<file path="src/rtl/rca_pkg.sv">
// Shared defaults and elaboration-time geometry helpers for the pipelined ripple-carry adder.
package rca_pkg;

    localparam int RCA_WIDTH  = 32;
    localparam int RCA_STAGES = 4;

    function automatic int seg_width(input int width, input int stages);
        return width / stages;
    endfunction

    // The adder can only be cut into equal segments, one per stage.
    function automatic bit geometry_ok(input int width, input int stages);
        return (stages >= 1) && (stages <= width) && ((width % stages) == 0);
    endfunction

endpackage

</file>
<file path="src/rtl/rca_fa.sv">
// One-bit full adder cell; the building block of every ripple segment.
module rca_fa (
    input  logic x,
    input  logic y,
    input  logic cin,
    output logic sum,
    output logic cout
);

    assign sum  = x ^ y ^ cin;
    assign cout = (x & y) | (cin & (x ^ y));

endmodule

</file>
<file path="src/rtl/rca_seg.sv">
// Combinational SEG_W-bit ripple segment: a chain of full adders, carry-in to carry-out.
module rca_seg #(
    parameter int SEG_W = 8
) (
    input  logic [SEG_W-1:0] x,
    input  logic [SEG_W-1:0] y,
    input  logic             cin,
    output logic [SEG_W-1:0] sum,
    output logic             cout
);

    logic [SEG_W:0] carry;

    assign carry[0] = cin;

    for (genvar i = 0; i < SEG_W; i++) begin : g_bit
        rca_fa u_fa (
            .x    (x[i]),
            .y    (y[i]),
            .cin  (carry[i]),
            .sum  (sum[i]),
            .cout (carry[i+1])
        );
    end

    assign cout = carry[SEG_W];

endmodule

</file>
<file path="src/rtl/rca_pipe.sv">
// Pipelined WIDTH-bit add/subtract, one ripple segment per stage, valid/ready on both sides.
// Define RCA_PIPE_OVF_EN to add the registered signed-overflow output Ovf.
module rca_pipe
    import rca_pkg::*;
#(
    parameter int WIDTH  = RCA_WIDTH,
    parameter int STAGES = RCA_STAGES
) (
    input  logic             CLK,
    input  logic             RST,
    input  logic             In_Valid,
    output logic             In_Ready,
    input  logic [WIDTH-1:0] X,
    input  logic [WIDTH-1:0] Y,
    input  logic             Cin,
    input  logic             Sub,
    output logic             Out_Valid,
    input  logic             Out_Ready,
    output logic [WIDTH-1:0] Sum,
    output logic             Cout
`ifdef RCA_PIPE_OVF_EN
    ,
    output logic             Ovf
`endif
);

    localparam int SEG_W = seg_width(WIDTH, STAGES);

    if (!geometry_ok(WIDTH, STAGES)) begin : g_bad_geometry
        $error("rca_pipe: STAGES must lie in 1..WIDTH and divide WIDTH evenly");
    end

    logic             advance;
    logic             accept;
    logic [WIDTH-1:0] y_eff;

    // Operands are stored pre-shifted so the next segment always sits in the low bits;
    // the sum fills in from the top and is fully aligned after the last stage.
    logic             v_q   [STAGES];
    logic             c_q   [STAGES];
    logic [WIDTH-1:0] s_q   [STAGES];
    logic [WIDTH-1:0] x_q   [STAGES];
    logic [WIDTH-1:0] y_q   [STAGES];

    logic             v_nxt [STAGES];
    logic             c_nxt [STAGES];
    logic [WIDTH-1:0] s_nxt [STAGES];
    logic [WIDTH-1:0] x_nxt [STAGES];
    logic [WIDTH-1:0] y_nxt [STAGES];

`ifdef RCA_PIPE_OVF_EN
    logic ovf_q;
    logic ovf_nxt;
`endif

    assign advance  = !v_q[STAGES-1] || Out_Ready;
    assign In_Ready = advance && !RST;
    assign accept   = In_Valid && In_Ready;
    assign y_eff    = Sub ? ~Y : Y;

    for (genvar k = 0; k < STAGES; k++) begin : g_stage
        logic [WIDTH-1:0] x_prev;
        logic [WIDTH-1:0] y_prev;
        logic [WIDTH-1:0] sum_prev;
        logic             v_prev;
        logic             seg_cin;
        logic [SEG_W-1:0] seg_x;
        logic [SEG_W-1:0] seg_y;
        logic [SEG_W-1:0] seg_sum;
        logic             seg_cout;

        if (k == 0) begin : g_first
            // Subtraction is X + ~Y + 1, so the beat's Cin is ignored when Sub is set.
            assign x_prev   = X;
            assign y_prev   = y_eff;
            assign sum_prev = '0;
            assign v_prev   = accept;
            assign seg_cin  = Sub | Cin;
        end else begin : g_next
            assign x_prev   = x_q[k-1];
            assign y_prev   = y_q[k-1];
            assign sum_prev = s_q[k-1];
            assign v_prev   = v_q[k-1];
            assign seg_cin  = c_q[k-1];
        end

        assign seg_x = x_prev[SEG_W-1:0];
        assign seg_y = y_prev[SEG_W-1:0];

        rca_seg #(
            .SEG_W (SEG_W)
        ) u_seg (
            .x    (seg_x),
            .y    (seg_y),
            .cin  (seg_cin),
            .sum  (seg_sum),
            .cout (seg_cout)
        );

        assign v_nxt[k] = v_prev;
        assign c_nxt[k] = seg_cout;
        assign s_nxt[k] = (sum_prev >> SEG_W) | (WIDTH'(seg_sum) << (WIDTH - SEG_W));
        assign x_nxt[k] = x_prev >> SEG_W;
        assign y_nxt[k] = y_prev >> SEG_W;

`ifdef RCA_PIPE_OVF_EN
        // Same-sign operands producing an opposite-sign result is exactly carry-in(MSB) ^ carry-out(MSB).
        if (k == STAGES - 1) begin : g_ovf
            assign ovf_nxt = (seg_x[SEG_W-1] == seg_y[SEG_W-1]) &&
                             (seg_sum[SEG_W-1] != seg_x[SEG_W-1]);
        end
`endif
    end

    always_ff @(posedge CLK) begin
        if (RST) begin
            for (int k = 0; k < STAGES; k++) begin
                v_q[k] <= 1'b0;
                c_q[k] <= 1'b0;
                s_q[k] <= '0;
                x_q[k] <= '0;
                y_q[k] <= '0;
            end
`ifdef RCA_PIPE_OVF_EN
            ovf_q <= 1'b0;
`endif
        end else if (advance) begin
            for (int k = 0; k < STAGES; k++) begin
                v_q[k] <= v_nxt[k];
                c_q[k] <= c_nxt[k];
                s_q[k] <= s_nxt[k];
                x_q[k] <= x_nxt[k];
                y_q[k] <= y_nxt[k];
            end
`ifdef RCA_PIPE_OVF_EN
            ovf_q <= ovf_nxt;
`endif
        end
    end

    assign Out_Valid = v_q[STAGES-1];
    assign Sum       = s_q[STAGES-1];
    assign Cout      = c_q[STAGES-1];
`ifdef RCA_PIPE_OVF_EN
    assign Ovf       = ovf_q;
`endif

endmodule

</file>
<file path="config.mk">
export PLATFORM = sky130hd
export DESIGN_NAME = rca_pipe
export DESIGN_NICKNAME = d
export VERILOG_FILES = /design/src/rtl/rca_pkg.sv /design/src/rtl/rca_fa.sv /design/src/rtl/rca_seg.sv /design/src/rtl/rca_pipe.sv
export SDC_FILE = /design/constraint.sdc
export NUM_CORES = 1
export LEC_CHECK = 0
export BUFFER_PORTS_ARGS = -buffer_cell sky130_fd_sc_hd__buf_2
export CELL_PAD_IN_SITES_DETAIL_PLACEMENT = 1
export CELL_PAD_IN_SITES_GLOBAL_PLACEMENT = 1
export CORE_AREA = 2 2 136 138
export DETAILED_ROUTE_END_ITERATION = 6
export DIE_AREA = 0 0 138 140
export GPL_ROUTABILITY_DRIVEN = 0
export PLACE_DENSITY = 0.85
export SLEW_MARGIN = 40
export SYNTH_ARGS = -nofsm -noshare
export SYNTH_HDL_FRONTEND = slang
export SYNTH_SLANG_ARGS = --single-unit
</file>
<file path="constraint.sdc">
create_clock -name CLK -period 7 [get_ports CLK]
set_input_delay 0.7 -clock CLK [delete_from_list [all_inputs] [get_ports CLK]]
set_output_delay 0.7 -clock CLK [all_outputs]
set_load 0.05 [all_outputs]
</file>
==> results_dict.tcl, run 1 <==
set metrics [dict create \
    peakVddDrop_v 0.000199 \
    cpMaxStageDelayCell "fa_1" \
    crit_fanout 33 \
    cts_setup_buffers 0 \
    period_minus_slack_ns 4.74 \
    yosysMostFrequentCell "edfxtp_1" \
    numPortBuffers 104 \
    grt_max_degree 112 \
    cp_data_required_time_ns 7.16 \
    first_pass_iters 4 \
    r2r_slack_ns 2.61 \
    core_um2 17800 \
    initial_core_util 0.497 \
    hold_depth 1 \
    cp_top_family "adder cells" \
    power_leakage_nw 4.03 \
    finalWirelength_mm 16.0 \
    yosys.area.top_type "edfxtp_1" \
    drv_cap 0 \
    drv_slew 0 \
    synth_top_area_share 0.626 \
    crit_top_cell "fa_1" \
    synth_nets 610 \
    power_density_nw_per_um2 261 \
    htreeDepth 4 \
    yosysSeqAreaShare 0.626 \
    fmax_mhz 211 \
    ctsHoldBuffers 0 \
    synthCells 508 \
    clock_sinks 184 \
    synth_area_um2 8830 \
    reg2regPathDepth 11 \
    cts_tree "done" \
    antenna_found_initial 1 \
    setup-violations-final 0 \
    vias 4194 \
    status "completed" \
    r2r_end "s_q[3][31]" \
    die_h_um 140 \
    path_clk_slew_ns 0.07 \
    ys_types 16 \
    setup_tns_ns 0 \
    dieArea_um2 19300 \
    ys.warnings.count 0 \
    ant_nets 0 \
    skew_ns 0.00825 \
    grt_pass1_wl_mm 26.0 \
    clock_latency_ns 0.44 \
    cts_buffer_depth 2 \
    worstMarginPinSlew_ns 0.657 \
    hp-class "flop to flop" \
    end_kind "flop" \
    core.rowCount 49 \
    ys_ff_latch 184 \
    fin_crit_sh 0.677 \
    drc 0 \
    syn_to_final_growth_pct 13.9 \
    synthTopCellsByArea "edfxtp_1 (63%), nor3b_2 (16%), fa_1 (7.3%), xnor2_1 (3.1%), nor3b_1 (3.1%)" \
    nets 693 \
    start_kind "input pin" \
    async_flop_share 0 \
    dp.final_hpwl_mm 10.1 \
    die_w_um 138 \
    cts-buffers-inserted 17 \
    cp_num_buf_inv 2 \
    io_pins 105 \
    grt_pass1_vias 4615 \
    final.fill_count 1646 \
    synth_ff_type "edfxtp_1" \
    detail_route.wl_per_cell_um 19.2 \
    root_buffer "clkbuf_16" \
    slew_headroom 0.562 \
    grt-ovfl-total 0 \
    drive_above_1_share 0.440 \
    hold_violations 0 \
    synthTopCellsByCount "edfxtp_1 (184), nor3b_2 (110), nor3b_1 (36)" \
    cp_slowest_stage_delay_ns 0.47 \
    critical_path_arrival_ns 4.90 \
    crit_type "input pin to flop" \
    worstPathCellList "buf_4, xnor2_1, fa_1, fa_1, fa_1, fa_1, fa_1, fa_1, fa_1, inv_1, fa_1, nor3b_2" \
    vias_per_cell 5.04 \
    hold_start "s_q[2][13]" \
    drtIter0Drc 359 \
    synth_area_per_cell_um2 17.4 \
    rsz0062_at_grt "no" \
    r2r_start "c_q[2]" \
    fin_util 0.565 \
    track_usage 0.176 \
    cts_resized 0 \
    hold_end "s_q[3][5]" \
    synth_edf_count 184 \
]
## layout make-up
class,count,area (um2),share of cell area
Clock buffer,19,433,0.0431
Antenna cell,1,2.50,0.000249
Sequential cell,184,5530,0.550
Clock inverter,11,198,0.0197
Timing Repair Buffer,110,642,0.0639
Multi-Input combinational cell,252,2870,0.285
Tap cell,229,287,0.0285
Inverter,26,97.6,0.00971
## where the power goes
group	leakage, nW	switching, mW	internal, mW
combinational	1.54	0.152	0.115
sequential	2.18	0.0273	1.30
clock	0.303	0.397	0.631
total	4.03	0.576	2.05
## state kept, by name, indices dropped and copies added, names as in the netlist
signal,cells
y_q,48
c_q,4
s_q,80
x_q,48
v_q,4
## how the worst max path moves through the flow
stage / start / endpoint / slack (ns) / cells after the start
global route: Sub / s_q[0][31] / 2.11 / 12
global placement: Sub / s_q[0][31] / 1.79 / 12
detailed placement: Sub / s_q[0][31] / 1.52 / 12
finish: Sub / s_q[0][31] / 2.26 / 12
CTS: Sub / s_q[0][31] / 1.91 / 12
floorplan: RST / c_q[0] / 1.07 / 3
## cell families after synthesis
kind of cell	count (synthesis)	share of synthesized area
fa+ha+maj	32	0.0726
xor+xnor	32	0.0317
flops	184	0.626
simple gates	188	0.219
buf+inv	72	0.0510
## cells in the final DEF, fill, tap and decap left out
cell type,instances
diode_2,1
inv_1,26
nor3b_2,110
nor3b_1,36
clkinvlp_4,1
xnor2_1,31
fa_1,32
bufinv_16,5
clkinv_4,3
buf_2,102
buf_16,1
edfxtp_1,184
nor3_1,23
nor3_2,15
buf_4,1
clkinv_2,1
nor2_1,2
clkbuf_16,17
nor2b_4,1
nand2b_4,1
clkbuf_8,1
inv_6,1
buf_12,3
clkbuf_1,2
buf_6,2
xor2_1,1
## through the flow
step	power [mW]	instance area [um2]	setup slack, ns	std cells	hold WS (ns)
after detailed placement	1.62	9410	1.52	801	0.553
after global routing	2.71	10100	2.11	832	0.579
after CTS	2.65	10000	1.91	831	0.569
final	2.62	10100	2.26	832	0.561
after floorplan	1.54	8830	1.07	508	0.537
after global placement	1.59	9360	1.79	799	0.544
## worst register-to-register path: cells and delay by family, from the launching register on
kind                       cells  cell delay, ns
DFF                            1            0.40
and+or+nand+nor                1            0.16
buffers and inverters          2            0.17
adders and majority gates      8            3.40
## per-layer routing
| layer | vias up | global-route usage | wire length [um] | share of wire |
|---|---|---|---|---|
| li1 | 2006 | - | - | - |
| met1 | 2082 | 0.228 | 7010 | 0.44 |
| met2 | 87 | 0.285 | 8060 | 0.50 |
| met3 | 19 | 0.0431 | 550 | 0.034 |
| met4 | 0 | 0.0752 | 354 | 0.022 |
| met5 | - | 0 | 0 | 0 |
Power figures use the tool's default switching activity.
==> inputs of run 2 (changes only) <==
ABC_AREA = 1   (was default)
CORE_AREA = 2 2 145 147   (was 2 2 136 138)
DIE_AREA = 0 0 147 149   (was 0 0 138 140)
PLACE_DENSITY = 0.8   (was 0.85)
clock period = 4.3 ns   (was 7 ns; I/O delays follow)
==> run 2 against run 1 <==
Net effect: via count rose by 8.8%; clock power grew 44%; worst setup slack worse by 2.0 ns; count of clock-buffer cells in the layout is 1 lower; synthesized area is 4.2% lower; sequential share of layout area up 1.5 points; wire length down 13%; global-route usage fell by 3.9 points; power rose by 57%; cell count increased by 32%; register-to-register slack worse by 2.4 ns; non-clock buffer count grew 1; critical endpoint is now s_q[2][31]; largest cell class unchanged; largest power group unchanged; highest routed layer unchanged.
==> results_dict.tcl, run 2 <==
set metrics [dict create \
    ys_ff_latch 184 \
    synth_nets 812 \
    worstMarginPinSlew_ns 0.530 \
    clock_latency_ns 0.42 \
    slew_headroom 0.646 \
    synth_area_per_cell_um2 11.9 \
    setup_tns_ns 0 \
    hold_slack_ns 0.304 \
    die_w_um 147 \
    synthTopCellsByArea "edfxtp_1 (65%), inv_1 (8.7%), fa_1 (7.6%), nor2_2 (7.4%), nor2_1 (3.8%)" \
    drv_slew 0 \
    synthCells 710 \
    ctsHoldBuffers 0 \
    r2r_end "s_q[2][31]" \
    yosys.area.top_type "edfxtp_1" \
    combPwrFrac 0.110 \
    first_pass_iters 5 \
    reg2regPathDepth 12 \
    crit_fanout 1 \
    synth_edf_count 184 \
    nets 916 \
    p_sw_frac 0.249 \
    critical_path_arrival_ns 4.36 \
    grt-ovfl-total 0 \
    r2r_slack_ns 0.22 \
    seq_area_um2 5530 \
    largest-register "s_q" \
    antenna_found_initial 0 \
    dpl.cell_count 1068 \
    worst_slack_ns 0.220 \
    die_h_um 149 \
    grt_pass1_wl_mm 23.2 \
    yosysSeqAreaShare 0.653 \
    place_worst_setup_slack_ns -0.244 \
    p_seq_frac 0.529 \
    reg.largest.list "s_q x80, x_q x48, y_q x48" \
    end_kind "flop" \
    status "completed" \
    power_density_nw_per_um2 420 \
    drc 0 \
    skew_ns 0.00972 \
    synthTopCellsByCount "inv_1 (196), edfxtp_1 (184), nor2_2 (100)" \
    numPortBuffers 104 \
    fin_crit_sh 0.949 \
    initial_core_util 0.412 \
    cts_setup_buffers 0 \
    drive_above_1_share 0.309 \
    syn_to_final_growth_pct 15.7 \
    synth_top_area_share 0.653 \
    crit_type "flop to flop" \
    largest_register_ffs 80 \
    ys_types 15 \
    async_flop_share 0 \
    io_pins 105 \
    layout_commonest_cell "inv_1" \
    multi_input_area_um2 1990 \
    hold_start "X[30]" \
    ys.warnings.count 0 \
    final.fill_count 2212 \
    drv_cap 0 \
    drtIter0Drc 203 \
    track_usage 0.137 \
    fmax_mhz 245 \
    yosysMostFrequentCell "inv_1" \
    ant_nets 0 \
    start_kind "flop" \
    dp.final_hpwl_mm 9.55 \
    setup-violations-final 0 \
    p_sw_mw 1.02 \
    finalNonFillerCells 1101 \
    cts_buffer_depth 2 \
    cts_tree "done" \
    htreeDepth 4 \
    cp_data_required_time_ns 4.58 \
    r2r_start "c_q[1]" \
    hold_depth 3 \
    core.rowCount 53 \
    grt_max_degree 103 \
    grt_pass1_vias 4701 \
    power_leakage_nw 4.42 \
    power.total_mw 4.11 \
    hold_violations 0 \
    dieArea_um2 21900 \
    antennaDiodeCount 0 \
    period_minus_slack_ns 4.08 \
    rsz0062_at_grt "no" \
    root_buffer "clkbuf_16" \
    finalWirelength_mm 14.0 \
    path_clk_slew_ns 0.07 \
    clock_sinks 184 \
    hp-class "input pin to flop" \
    p_clk_frac 0.360 \
    core_um2 20600 \
    p_int_mw 3.09 \
    vias 4563 \
    hold_end "x_q[0][22]" \
    cts-buffers-inserted 17 \
    synth_area_um2 8460 \
    vias_per_cell 4.14 \
    synth_ff_type "edfxtp_1" \
    peakVddDrop_v 0.000232 \
    detail_route.wl_per_cell_um 12.7 \
    layout_common_cells "inv_1 (196), edfxtp_1 (184), buf_2 (104)" \
]
run 2: cells by family (layout without fill, tap and decap cells):
family | count (synthesis) | after routing | synth area share
flops | 184 | 184 | 0.653
buf+inv | 226 | 342 | 0.117
xor+xnor | 8 | 8 | 0.00828
fa+ha+maj | 32 | 32 | 0.0757
simple gates | 260 | 260 | 0.145
run 2: how the worst max path moves through the flow:
stage / start / to / cells past startpoint / slack [ns]
floorplan: Sub / s_q[0][31] / 14 / 0.03
global placement: Sub / s_q[0][31] / 13 / -0.12
detailed placement: Sub / s_q[0][31] / 13 / -0.24
CTS: c_q[1] / s_q[2][31] / 12 / 0.02
global route: y_q[0][48] / s_q[3][31] / 12 / 0.05
finish: c_q[1] / s_q[2][31] / 12 / 0.22
run 2: stage by stage:
| stage | cell area, um2 | util |
|---|---|---|
| floorplan | 8480 | - |
| global placement | 9170 | 0.446 |
| detailed placement | 9170 | 0.446 |
| CTS | 9730 | 0.473 |
| global route | 9790 | 0.476 |
| finish | 9790 | 0.476 |
run 2: final cells by class:
type / instances / area share
well taps: 275 / 0.0351
clock inverters: 13 / 0.0125
clock buffers: 18 / 0.0438
flip-flops and latches: 184 / 0.564
inverters: 200 / 0.0767
repair buffers: 111 / 0.0644
multi-input cells: 300 / 0.203
run 2: repair_timing:
| item | in CTS | in global routing |
|---|---|---|
| pin swaps | 0 | 1 |
| gates resized for setup | 2 | 5 |
| endpoints found under the setup margin | 2 | 4 |
run 2: layer usage:
metal,part of all wire,global-route usage,up-vias,wire length (um)
met4,0.018,0.0428,0,247
met2,0.50,0.231,85,6970
met5,0,0,-,0
li1,-,-,2317,-
met3,0.033,0.0370,17,462
met1,0.45,0.174,2144,6290
run 2: worst max-delay path: stages, from the launching register on:
cell,delay [ns]
edfxtp_1,0.37
inv_1,0.10
fa_1,0.18
inv_1,0.06
fa_1,0.46
fa_1,0.47
fa_2,0.42
fa_2,0.41
fa_1,0.45
fa_1,0.42
inv_1,0.09
fa_1,0.39
nor2_1,0.11
run 2: power groups by stage:
| stage | Clock [mW] | Combinational [mW] | Sequential [mW] |
|---|---|---|---|
| after detailed placement | 0 | 0.459 | 2.22 |
| after global placement | 0 | 0.439 | 2.21 |
| final | 1.48 | 0.453 | 2.18 |
| after CTS | 1.51 | 0.462 | 2.18 |
| after floorplan | 0 | 0.276 | 2.28 |
| after global routing | 1.57 | 0.514 | 2.19 |
